File: src/rtl/alu_seq_pkg.sv
// -----------------------------------------------------------------------------
// alu_seq_pkg
// Shared definitions for the nibble-serial ALU sequencer.
//   - ALU operation encodings (the same values driven onto the ALU S lines)
//   - sequencer state enum
//   - nibble width of the external combinational ALU
// -----------------------------------------------------------------------------
package alu_seq_pkg;

   localparam int NIB_W = 4;

   localparam logic [1:0] OP_AND = 2'b00;
   localparam logic [1:0] OP_OR  = 2'b01;
   localparam logic [1:0] OP_XOR = 2'b10;
   localparam logic [1:0] OP_ADD = 2'b11;

   typedef enum logic [1:0] {
      IDLE = 2'd0,
      RUN  = 2'd1,
      DONE = 2'd2
   } state_t;

endpackage

File: src/rtl/alu_nibble_seq.sv
// -----------------------------------------------------------------------------
// alu_nibble_seq
// Drives an external 4-bit combinational ALU one nibble per cycle (LSB nibble
// first) to perform AND/OR/XOR/ADD on W = 4*NIBBLES bit operands. For ADD the
// ALU carry-out of each nibble feeds the carry-in of the next. The assembled
// result plus carry/zero flags are offered on a valid/ready output.
//
// Parameters:
//   NIBBLES   number of 4-bit passes (1..8)
//
// Ports:
//   clk, rst_n          clock, asynchronous active-low reset
//   in_valid/in_ready   request handshake (ready only in IDLE)
//   in_a, in_b         W-bit operands, sampled on the firing edge only
//   in_cin             carry-in of the least-significant nibble (ADD only)
//   in_op              00 AND, 01 OR, 10 XOR, 11 ADD
//   alu_a/b/cin/s      drive to the external ALU (all 0 outside RUN)
//   alu_f, alu_cout    ALU results
//   out_valid/ready    result handshake (valid only in DONE)
//   out_f              W-bit result
//   out_cout           final carry for ADD, else 0
//   out_zero           out_f == 0 (registered with the final nibble)
//   out_ovf            signed overflow for ADD (only with ALU_SEQ_OVF_EN)
//
// Build option: define ALU_SEQ_OVF_EN to add the out_ovf port and logic.
// -----------------------------------------------------------------------------
module alu_nibble_seq
   import alu_seq_pkg::*;
#(
   parameter int NIBBLES = 2
) (
   input  logic                     clk,
   input  logic                     rst_n,
   input  logic                     in_valid,
   output logic                     in_ready,
   input  logic [NIB_W*NIBBLES-1:0] in_a,
   input  logic [NIB_W*NIBBLES-1:0] in_b,
   input  logic                     in_cin,
   input  logic [1:0]               in_op,
   output logic [NIB_W-1:0]         alu_a,
   output logic [NIB_W-1:0]         alu_b,
   output logic                     alu_cin,
   output logic [1:0]               alu_s,
   input  logic [NIB_W-1:0]         alu_f,
   input  logic                     alu_cout,
   output logic                     out_valid,
   input  logic                     out_ready,
   output logic [NIB_W*NIBBLES-1:0] out_f,
   output logic                     out_cout,
   output logic                     out_zero
`ifdef ALU_SEQ_OVF_EN
   ,
   output logic                     out_ovf
`endif
);

   localparam int W     = NIB_W * NIBBLES;
   localparam int IDX_W = (NIBBLES > 1) ? $clog2(NIBBLES) : 1;
   localparam logic [IDX_W-1:0] IDX_LAST = IDX_W'(NIBBLES - 1);

   state_t           state;
   logic [IDX_W-1:0] idx;
   logic             carry_r;
   logic [W-1:0]     a_r;
   logic [W-1:0]     b_r;
   logic             cin_r;
   logic [1:0]       op_r;

   logic             run;
   logic             is_add;
   logic             last;
   logic [W-1:0]     res_next;

   assign run       = (state == RUN);
   assign in_ready  = (state == IDLE);
   assign out_valid = (state == DONE);
   assign is_add    = (op_r == OP_ADD);
   assign last      = (idx == IDX_LAST);

   // ALU drive: only meaningful in RUN, forced to 0 elsewhere so the ALU
   // inputs are quiet while idle or holding a result.
   always_comb begin
      alu_a   = '0;
      alu_b   = '0;
      alu_cin = 1'b0;
      alu_s   = 2'b00;
      if (run) begin
         alu_a = a_r[NIB_W*int'(idx) +: NIB_W];
         alu_b = b_r[NIB_W*int'(idx) +: NIB_W];
         alu_s = op_r;
         if (is_add)
            alu_cin = (idx == '0) ? cin_r : carry_r;
      end
   end

   // Result with the current ALU nibble merged in; on the last pass this is
   // the complete result, which is what the zero/overflow flags look at.
   always_comb begin
      res_next = out_f;
      res_next[NIB_W*int'(idx) +: NIB_W] = alu_f;
   end

   always_ff @(posedge clk or negedge rst_n) begin
      if (!rst_n) begin
         state    <= IDLE;
         idx      <= '0;
         carry_r  <= 1'b0;
         a_r      <= '0;
         b_r      <= '0;
         cin_r    <= 1'b0;
         op_r     <= OP_AND;
         out_f    <= '0;
         out_cout <= 1'b0;
         out_zero <= 1'b0;
      end else begin
         case (state)
            IDLE: begin
               if (in_valid) begin
                  a_r      <= in_a;
                  b_r      <= in_b;
                  cin_r    <= in_cin;
                  op_r     <= in_op;
                  out_f    <= '0;
                  out_cout <= 1'b0;
                  out_zero <= 1'b0;
                  // no carry leaks in from a previous operation
                  carry_r  <= 1'b0;
                  idx      <= '0;
                  state    <= RUN;
               end
            end
            RUN: begin
               out_f <= res_next;
               // ALU carry-out is undefined for logic ops; never sample it
               carry_r <= is_add ? alu_cout : 1'b0;
               if (last) begin
                  idx      <= '0;
                  out_cout <= is_add ? alu_cout : 1'b0;
                  out_zero <= (res_next == '0);
                  state    <= DONE;
               end else begin
                  idx <= idx + IDX_W'(1);
               end
            end
            DONE: begin
               if (out_ready)
                  state <= IDLE;
            end
            default: state <= IDLE;
         endcase
      end
   end

`ifdef ALU_SEQ_OVF_EN
   // Signed overflow: operands agree in sign but the sum does not.
   always_ff @(posedge clk or negedge rst_n) begin
      if (!rst_n) begin
         out_ovf <= 1'b0;
      end else begin
         if (state == IDLE && in_valid)
            out_ovf <= 1'b0;
         else if (run && last)
            out_ovf <= is_add && (a_r[W-1] == b_r[W-1]) &&
                       (res_next[W-1] != a_r[W-1]);
      end
   end
`endif

endmodule

File: config.mk
export PLATFORM = sky130hd
export DESIGN_NAME = alu_nibble_seq
export DESIGN_NICKNAME = d
export VERILOG_FILES = /design/src/rtl/alu_seq_pkg.sv /design/src/rtl/alu_nibble_seq.sv
export SDC_FILE = /design/constraint.sdc
export NUM_CORES = 1
export LEC_CHECK = 0
export ABC_AREA = 1
export CAP_MARGIN = 10
export CORE_ASPECT_RATIO = 1.75
export CORE_MARGIN = 4
export CORE_UTILIZATION = 46
export DETAILED_ROUTE_END_ITERATION = 8
export GPL_TIMING_DRIVEN = 0
export HOLD_SLACK_MARGIN = 0.05
export PLACE_DENSITY_LB_ADDON = 0.12
export SLEW_MARGIN = 40
export SYNTH_ARGS = -nofsm -noshare
export SYNTH_HDL_FRONTEND = slang
export SYNTH_SLANG_ARGS = --single-unit
File: constraint.sdc
create_clock -name clk -period 1.5 [get_ports clk]
set_input_delay 0.3 -clock clk [delete_from_list [all_inputs] [get_ports clk]]
set_output_delay 0.3 -clock clk [all_outputs]
set_load 0.005 [all_outputs]
Word level (Yosys, flattened, before mapping)
Index checks and enable logic that the tools add are counted.
{ "totals": {"in_bits": 28, "elab_cells": 51, "reg_bits": 33} }
{ "classes": {"mux": 22, "reduce_logical": 7, "n_shift": 4, "n_eq_ne": 6, "addsub": 2} }
{ "ops": {"columns": ["cell", "count"], "rows": [
  ["3-bit negator with 33-bit output", 1],
  ["4-bit by 33-bit variable shift with 8-bit output, first input constant", 1],
  ["4-bit by 33-bit variable part select with 8-bit output", 1],
  ["8-bit one-hot mux with 2 select lines", 1],
  ["8-bit by 4-bit variable part select with 4-bit output", 2],
  ["8-bit bitwise mux", 1],
  ["8-bit logical NOT", 1],
  ["1-bit 2-to-1 mux", 8],
  ["2-bit 2-to-1 mux", 4],
  ["4-bit 2-to-1 mux", 2],
  ["8-bit 2-to-1 mux", 1],
  ["1-bit one-hot mux with 2 select lines", 4],
  ["2-bit one-hot mux with 3 select lines", 1],
  ["3-bit AND reduction", 2],
  ["2-bit equality test, second input constant", 2],
  ["2-bit inequality test, second input constant", 2],
  ["2-bit AND reduction", 2],
  ["2-bit by 1-bit equality test with 1-bit output, second input constant", 1],
  ["2-bit logical NOT", 1],
  ["2-bit by 1-bit inequality test with 1-bit output, second input constant", 1],
  ["2-bit nonzero test", 1],
  ["1-bit adder, second input constant", 1]
]} }

Longest topological paths before layout
Gate-level depths: netlist of the first run.
{ "depth": {"word_depth": 6, "ltp_mapped": 7} }

Worst setup path before layout of the first run
OpenSTA, ideal clock, no wires.
{ "synth_path": {"path_kind": "reg-to-output", "from": "reg state[0]", "to": "out alu_cin", "required_ns": 1.200, "t_arrival_ns": 1.054, "stages_incl_launch_ff": 6, "setup_slack_ns": 0.146, "n_path_buf": 1, "cell_sequence": "dfrtp_1 -> inv_1 -> nor2_2 -> inv_1 -> buf_6 -> nor4_1"} }
{ "synth_via": {"elab_chain_len": 2} }
{ "synth_rtl": {"columns": ["item", "line", "source"], "rows": [
  ["from (decl)", "alu_nibble_seq.sv:61", "state_t state;"],
  ["from (signal assigned)", "alu_nibble_seq.sv:105", "state <= IDLE;"],
  ["from (signal assigned)", "alu_nibble_seq.sv:129", "state <= RUN;"],
  ["from (signal assigned)", "alu_nibble_seq.sv:140", "state <= DONE;"],
  ["2-bit by 1-bit equality test with 1-bit output", "alu_nibble_seq.sv:74", "assign run = (state == RUN);"],
  ["1-bit 2-to-1 mux", "alu_nibble_seq.sv:87", "if (run) begin"],
  ["to (decl)", "alu_nibble_seq.sv:42", "output logic alu_cin,"]
]} }
No other way between the ends.

Worst setup path in the final report of the first run
{ "layout_path": {"from": "reg state[0]", "to": "out alu_b[0]"} }
{ "layout_via": {"elab_chain_len": 2} }
{ "layout_rtl": {"columns": ["item", "line", "source"], "rows": [
  ["2-bit by 1-bit equality test with 1-bit output", "alu_nibble_seq.sv:74", null],
  ["4-bit 2-to-1 mux", "alu_nibble_seq.sv:87", null],
  ["to (decl)", "alu_nibble_seq.sv:41", "output logic [NIB_W-1:0] alu_b,"]
]} }
No other way between the ends.

==> results of run 1 <==
[worst paths after layout]
kind	from	end	slack, ps	depth (start not counted)
hold / removal	rst_n	out_f[0]$_DFFE_PN0P_	440	2
setup / recovery	state[0]$_DFFE_PN0P_	alu_b[0]	-240	7
min in group clk	out_zero$_DFFE_PN0P_	out_zero$_DFFE_PN0P_	480	2
setup reg to reg	state[0]$_DFFE_PN0P_	cin_r$_DFFE_PN0P_	0	6
hold reg to reg	out_zero$_DFFE_PN0P_	out_zero$_DFFE_PN0P_	480	2
max in group asynchronous	rst_n	state[1]$_DFFE_PN0P_	630	3
[routing by layer]
metal  global-route usage  share of wire
met1               0.2064           0.34
met2               0.3710           0.58
met3              0.04174          0.045
met4               0.1140          0.033
met5                    0              0
[cell families after synthesis]
kind of cell	count (synthesis)
buf+inv	26
flops	33
simple gates	66
compound gates	25
mux	17
[metrics by stage]
step	power [mW]	utilization	TNS, ps	setup WS [ps]	instance area [um2]
final	5.453	0.7426	-2033	-236.2	2497
after global routing	5.798	0.7426	-2764	-296.2	2497
after CTS	5.089	0.7024	-1901	-192.8	2362
after detailed placement	4.025	0.6466	-5834	-529.8	2175
after global placement	3.933	0.6399	-21670	-507.7	2152
after floorplan	3.002	-	0	146.2	1595
[state kept, by name, summed over array words and instances (netlist names)]
signal / count
a_r: 8
b_r: 8
carry_r: 1
cin_r: 1
idx: 1
op_r: 2
out_cout: 1
out_f: 8
out_zero: 1
state: 2
[power breakdown]
part	switching, mW	internal, mW
logic	1.47	1.66
clock network	0.342	0.415
registers	0.239	1.32
[layout make-up]
class,count,area (um2),area share
plain buffers,6,80.08,0.03206
clock buffers,7,96.34,0.03858
clock inverters,1,5.005,0.002004
inverters,19,72.57,0.02906
multi-input cells,108,709.4,0.2841
flip-flops and latches,33,827.0,0.3312
well taps,45,56.30,0.02255
repair buffers,68,650.6,0.2605
[cells in the mapped netlist]
| library cell | n |
|---|---|
| a21boi_0 | 1 |
| a21oi_1 | 11 |
| buf_2 | 2 |
| buf_6 | 4 |
| clkbuf_1 | 1 |
| clkinv_1 | 1 |
| dfrtp_1 | 33 |
| inv_1 | 18 |
| mux2_1 | 4 |
| mux2_2 | 3 |
| mux2_4 | 10 |
| nand2_1 | 51 |
| nand2_2 | 1 |
| nand2_4 | 1 |
| nand3_1 | 3 |
| nor2_1 | 7 |
| nor2_2 | 1 |
| nor2_4 | 1 |
| nor4_1 | 1 |
| o21ai_0 | 5 |
| o21ai_1 | 1 |
| o22ai_1 | 7 |
[worst max-delay path, stage by stage, from the launching register on]
cell and delay [ps]:
dfrtp_1 400, inv_2 70, nor2_4 90, inv_2 40, buf_6 130, buf_8 130
a21oi_1 130, buf_2 140
[timing repair]
| item | in CTS | in global routing |
|---|---|---|
| buffers inserted | 8 | 6 |
| cloned | 1 | 2 |
| setup endpoints to repair | 13 | 31 |
| hold buffers | 1 | 0 |
| pin swaps | 2 | 2 |
| endpoints found under the hold margin | 11 | 0 |
| gates resized for setup | 65 | 13 |
==> flow_summary.ini, run 1 <==
[worst_hold_path]
worstHoldPathType = in -> async

[setup_path]
start_kind = flip-flop
worstSetupEndpointType = output pin
worstSetupPathType = reg -> out
path_max_fanout = 5
cp.required_ps = 1200
crit_arrival_ps = 1440

[timing]
hold_viol = 0
rsz0062_at_grt = yes
timing.hold.ws_ps = 438.4
finalCritPeriodShare = 1.157
postLayoutSetupSlackWorst_ps = -236.2
slew_violations = 0
finalClockSkew_ps = 10.46
relSlewSlack = 0.7789
period_needed_ps = 1736
max_freq_mhz = 576.0
tightest_slew_ps = 331.7
setup_viol = 13

[outcome]
violations = setup timing
status = finished, violations left

[final_layout]
layout_common_cells = 50 x nand2_1, 36 x clkdlybuf4s50_1, 32 x dfrtp_1
diodes = 0
fillers = 258
stdcell_count = 287
final_common_cell = nand2_1
area_growth_pct = 56.55
drive_above_1_share = 0.3099
layout.nets = 269

[logic_synthesis]
synth_compound_area_frac = 0.08549
yosys_register_bits = 33
synth_top_area_share = 0.5176
syn_inst = 167
synth_top_family_by_area = simple AND/OR/NAND/NOR gates
synth_simple_gate_area_frac = 0.1718
synth.area.top_cells = dfrtp_1 52%, nand2_1 12%, mux2_4 9.4%
yosys.cell_types.count = 22
syn_nets = 195
synthMuxAreaShare = 0.1435
seq_area_frac_synth = 0.5176
syn_area_um2 = 1595
synth_area_per_cell_um2 = 9.553
yosys_warnings = 0
yosys.area.top_type = dfrtp_1
synth-xor-area-share = 0
synthAdderAreaFrac = 0

[routing]
drtIter0Drc = 32
ant_nets = 0
drc = 0
viasPerCell = 4.983
wl_um = 4435
wl_per_cell_um = 15.45
num_vias = 1430
drt_pass1_iterations = 5

[die]
die_w_um = 52.52
dieArea_um2 = 4511
io_pins = 51
start_util = 0.4743
coreArea_um2 = 3363
die_h_um = 85.91
rows = 28

[cts]
cts.sink_count = 33
cts_tree = done
cts-root-buf = clkbuf_8
clk_latency_ps = 300
clkTransAtPathRegs_ps = 70
cts_made_buffers = 5
clock_path_buffers = 2
htreeDepth = 2

[place]
dp_hpwl_um = 2903
dp.cells = 263
gp_congestion = 0.7955
port_buffers = 50

[global_route]
grt_pass1_vias = 1520
grt_overflow = 0
grt.total_usage = 0.2046
grt_first_pass_wirelength_um = 6741
grt_max_degree = 23
grt_antenna_before_repair = 0

[power_and_ir_drop]
powerDensity_nw_per_um2 = 2183
irDropWorstVdd_mv = 1.417
p_leak_nw = 1.228

[flow_run]
maxCapViolCount = 0
Power figures use the tool's default switching activity.
==> inputs of run 2 (changes only) <==
Settings changed: CORE_UTILIZATION 46 to 49, SKIP_LAST_GASP set to 1.
Clock period 1.5 ns to 2.26 ns, I/O delays scaled along.
==> flow_summary.ini, run 2 (synthesis results as in run 1) <==
[outcome]
status = finished, final reports clean

[cts]
ctsHoldBuffers = 0
cts_tree = done
clk_latency_ps = 280
cts-root-buf = clkbuf_8
clkTransAtPathRegs_ps = 70
htreeDepth = 2
cts_made_buffers = 5
clock_path_buffers = 2
cts.sink_count = 33

[setup_path]
crit_arrival_ps = 1600
slowest_delay_ps = 380
worstSetupEndpointType = output pin
cp_slowest_cell = dfrtp_1
path_delay_family = buffers and inverters
start_kind = flip-flop
crit_path_cell_trace = buf_2, o21ai_0, nor4_1, dlygate4sd2_1
path_max_fanout = 19
cp.required_ps = 1810
cp.buffers_inverters = 2
worstSetupPathType = reg -> out

[routing]
wl_um = 3851
drtIter0Drc = 34
ant_nets = 0
viasPerCell = 4.993
wl_per_cell_um = 14.37
num_vias = 1338
drt_pass1_iterations = 4
drc = 0

[timing]
max_freq_mhz = 487.0
rsz0062_at_grt = no
setup_viol = 0
hold_viol = 0
finalClockSkew_ps = 4.683
timing.hold.ws_ps = 72.78
period_needed_ps = 2053
tightest_slew_ps = 364.5
relSlewSlack = 0.7570
finalCritPeriodShare = 0.9085
slew_violations = 0
fin_setup_tns_ps = 0

[power_and_ir_drop]
powerDensity_nw_per_um2 = 1359
irDropWorstVdd_mv = 0.8242
p_leak_nw = 1.135

[place]
gp_congestion = 0.7487
placed_cell_area_um2 = 2172
dp_hpwl_um = 2907
port_buffers = 50

[final_layout]
diodes = 0
top_regs = a_r: 8 flops, b_r: 8 flops, out_f: 8 flops
area_growth_pct = 42.04
layout_common_cells = 51 x nand2_1, 39 x clkdlybuf4s50_1, 32 x dfrtp_1
layout.nets = 253
post-route-cell-area_um2 = 2266
final_common_cell = nand2_1
drive_above_1_share = 0.1511

[global_route]
grt.total_usage = 0.1978
grt_overflow = 0
grt_first_pass_wirelength_um = 6368
grt_max_degree = 21
grt_antenna_before_repair = 0
grt_pass1_vias = 1453

[die]
io_pins = 51
start_util = 0.5078
dieArea_um2 = 4268
die_w_um = 51.13
rows = 27
die_h_um = 83.48
coreArea_um2 = 3142

[worst_hold_path]
worstHoldPathType = in -> async

[flow_run]
maxCapViolCount = 0
run 2: cell types whose count changed in the layout (fill, tap and decap cells not counted), moves of 3 or more:
cell,before,now
buf_2,12,2
dlygate4sd2_1,1,9
clkdlybuf4s50_1,36,39
a21oi_1,5,11
buf_4,13,2
a21oi_2,4,0
run 2: through the flow:
stage	utilization	worst slack [ps]	instances	total power [mW]
after CTS	0.7192	-71.34	268	3.100
after global placement	0.6842	131.6	260	2.601
after detailed placement	0.6914	81.88	261	2.674
final	0.7212	206.7	268	3.079
after floorplan	-	754.2	167	1.993
after global routing	0.7212	81.96	268	3.303
run 2: worst reg2reg max path, stage by stage, from the launching register on:
cell and delay (ps):
dfrtp_2 420, buf_4 160, nor2_4 150, nand2_4 100, buf_6 170, mux2_4 300
run 2: final timing paths:
path	from	end	slack (ps)	cells past startpoint
worst max-delay path	idx$_DFFE_PN0P_	alu_cin	210	4
worst max register to register	state[1]$_DFFE_PN0P_	a_r[6]$_DFFE_PN0P_	850	5
min in group clk	out_zero$_DFFE_PN0P_	out_zero$_DFFE_PN0P_	480	2
max in group asynchronous	rst_n	state[1]$_DFFE_PN0P_	1760	2
worst min-delay path	rst_n	out_f[0]$_DFFE_PN0P_	70	1
worst min register to register	out_zero$_DFFE_PN0P_	out_zero$_DFFE_PN0P_	480	2
run 2: metal layers:
metal / routed length, um / vias to the layer above / GRT usage
met5: 0 / - / 0
met3: 194 / 7 / 0.06261
li1: - / 652 / -
met4: 60 / 0 / 0.06127
met2: 2169 / 37 / 0.3631
met1: 1426 / 642 / 0.2035
run 2: layout make-up:
class                           instances  area (um2)
Buffer                                  5       50.05
Timing Repair Buffer                   53       529.3
Fill cell                             269       875.8
Sequential cell                        33       827.0
Inverter                               19       75.07
Tap cell                               43       53.80
Multi-Input combinational cell        108       644.4
Clock buffer                            7       86.33
run 2: repair_timing:
item	4_1_cts	5_1_grt
endpoints found under the setup margin	10	1
resized for setup	11	2
setup buffers	2	0
run 2: report_power, final:
| group | switching (mW) | leakage, nW | internal [mW] |
|---|---|---|---|
| sequential | 0.156 | 0.400 | 0.877 |
| clock | 0.201 | 0.0443 | 0.241 |
| combinational | 0.780 | 0.691 | 0.823 |
==> inputs of run 3 (changes only) <==
Settings changed: CORE_ASPECT_RATIO 1.75 to 1.2, SETUP_SLACK_MARGIN set to 0.3.
==> flow_summary.ini, run 3 (synthesis results as in run 1) <==
[outcome]
status = finished, final reports clean

[final_layout]
diodes = 0
multi_input_area_um2 = 684.4
fillers = 238
final_common_cell = nand2_1
layout.nets = 260
drive_above_1_share = 0.2597
top_regs = a_r: 8 flops, b_r: 8 flops, out_f: 8 flops
area_growth_pct = 43.69
layout_common_cells = 51 x nand2_1, 36 x clkdlybuf4s50_1, 32 x dfrtp_1
regArea_um2 = 827.0
stdcell_count = 267

[place]
port_buffers = 50
gp_congestion = 0.8009
dp.cells = 254
dp_hpwl_um = 2827

[cts]
cts-root-buf = clkbuf_4
clkTransAtPathRegs_ps = 100
cts_made_buffers = 5
htreeDepth = 2
cts.sink_count = 33
clk_latency_ps = 340
clock_path_buffers = 2
cts_tree = done

[global_route]
grt_overflow = 0
grt_antenna_before_repair = 0
grt_pass1_vias = 1421
grt.total_usage = 0.2022
grt_max_degree = 22
grt_first_pass_wirelength_um = 6458

[setup_path]
worstSetupEndpointType = output pin
crit_arrival_ps = 1510
cp_slowest_cell = dfrtp_1
crit_path_cell_trace = buf_6, buf_8, nand2_1, o21ai_1, nor4_2, buf_2
path_max_fanout = 10
start_kind = flip-flop
slowest_delay_ps = 410
cp.required_ps = 1810
worstSetupPathType = reg -> out

[power_and_ir_drop]
irDropWorstVdd_mv = 0.8479
p_leak_nw = 1.156
powerDensity_nw_per_um2 = 1358

[die]
coreArea_um2 = 3083
rows = 22
start_util = 0.5175
dieArea_um2 = 4236
die_h_um = 70.51
io_pins = 51
die_w_um = 60.09

[routing]
ant_nets = 0
drc = 0
num_vias = 1373
drtIter0Drc = 58
viasPerCell = 5.142
wl_per_cell_um = 14.71
drt_pass1_iterations = 4
wl_um = 3928

[flow_run]
maxCapViolCount = 0

[timing]
hold_viol = 0
slew_violations = 0
timing.hold.ws_ps = 502.1
fin_setup_tns_ps = 0
max_freq_mhz = 510.6
tightest_slew_ps = 342.4
finalCritPeriodShare = 0.8665
setup_viol = 0
relSlewSlack = 0.7717
finalClockSkew_ps = 14.91
period_needed_ps = 1958
rsz0062_at_grt = yes

[worst_hold_path]
worstHoldPathType = reg -> reg
run 3: changes by cell type in the layout (fill, tap and decap cells not counted), moves of 3 or more:
cell / before / now
clkdlybuf4s50_1: 39 / 36
buf_2: 2 / 11
clkbuf_8: 6 / 1
a21oi_1: 11 / 4
a21oi_2: 0 / 6
buf_4: 2 / 6
clkbuf_4: 0 / 5
dlygate4sd2_1: 9 / 1
run 3: worst paths after layout:
kind | startpoint | endpoint | slack [ps] | cells after the start
min reg2reg | cin_r$_DFFE_PN0P_ | cin_r$_DFFE_PN0P_ | 500 | 1
min in group asynchronous | rst_n | out_f[4]$_DFFE_PN0P_ | 540 | 2
max reg2reg | state[0]$_DFFE_PN0P_ | b_r[6]$_DFFE_PN0P_ | 790 | 6
min | cin_r$_DFFE_PN0P_ | cin_r$_DFFE_PN0P_ | 500 | 1
max in group asynchronous | rst_n | state[1]$_DFFE_PN0P_ | 1290 | 3
max | idx$_DFFE_PN0P_ | alu_cin | 300 | 6
run 3: per-stage QoR:
step                        util  cell area (um2)  power, mW  setup WS [ps]
after CTS                 0.7321             2257      3.062          216.4
after detailed placement  0.7017             2163      2.671          93.16
after global routing      0.7435             2292      3.347          178.4
after global placement    0.6944             2141      2.598          120.7
after floorplan                -             1595      1.993          754.2
final                     0.7435             2292      3.113          301.6
run 3: where the power goes:
part	total (mW)	switching (mW)	leakage (nW)	internal, mW
Combinational	1.78	0.865	0.729	0.916
Clock	0.303	0.195	0.0269	0.108
Sequential	1.03	0.155	0.400	0.874
Total	3.11	1.21	1.16	1.90
run 3: final cells by class:
class                           instances  area share
Buffer                                  7     0.03876
Tap cell                               36     0.01965
Sequential cell                        33      0.3608
Clock inverter                          1    0.002183
Clock buffer                            5     0.01638
Multi-Input combinational cell        108      0.2986
Timing Repair Buffer                   58      0.2320
Inverter                               19     0.03166
run 3: repair_timing:
item | CTS | global route
pin swaps | 2 | 1
setup endpoints to repair | 11 | 12
endpoints found under the hold margin | 12 | 0
hold buffers | 1 | 0
resized for setup | 57 | 10
setup buffers | 5 | 1
run 3: critical path, delay by kind of cell (launching register included):
family                 cells  cell delay [ps]
buffers and inverters      3              420
flip-flops                 1              410
AND/OR/NAND/NOR            2              280
AO/OA/AOI/OAI              1               70
run 3: metal layers:
layer / track usage / share of wire / vias to the layer above
met2: 0.3377 / 0.52 / 58
li1: - / - / 661
met4: 0.07882 / 0.027 / 0
met5: 0 / 0 / -
met1: 0.2438 / 0.39 / 643
met3: 0.04991 / 0.065 / 11
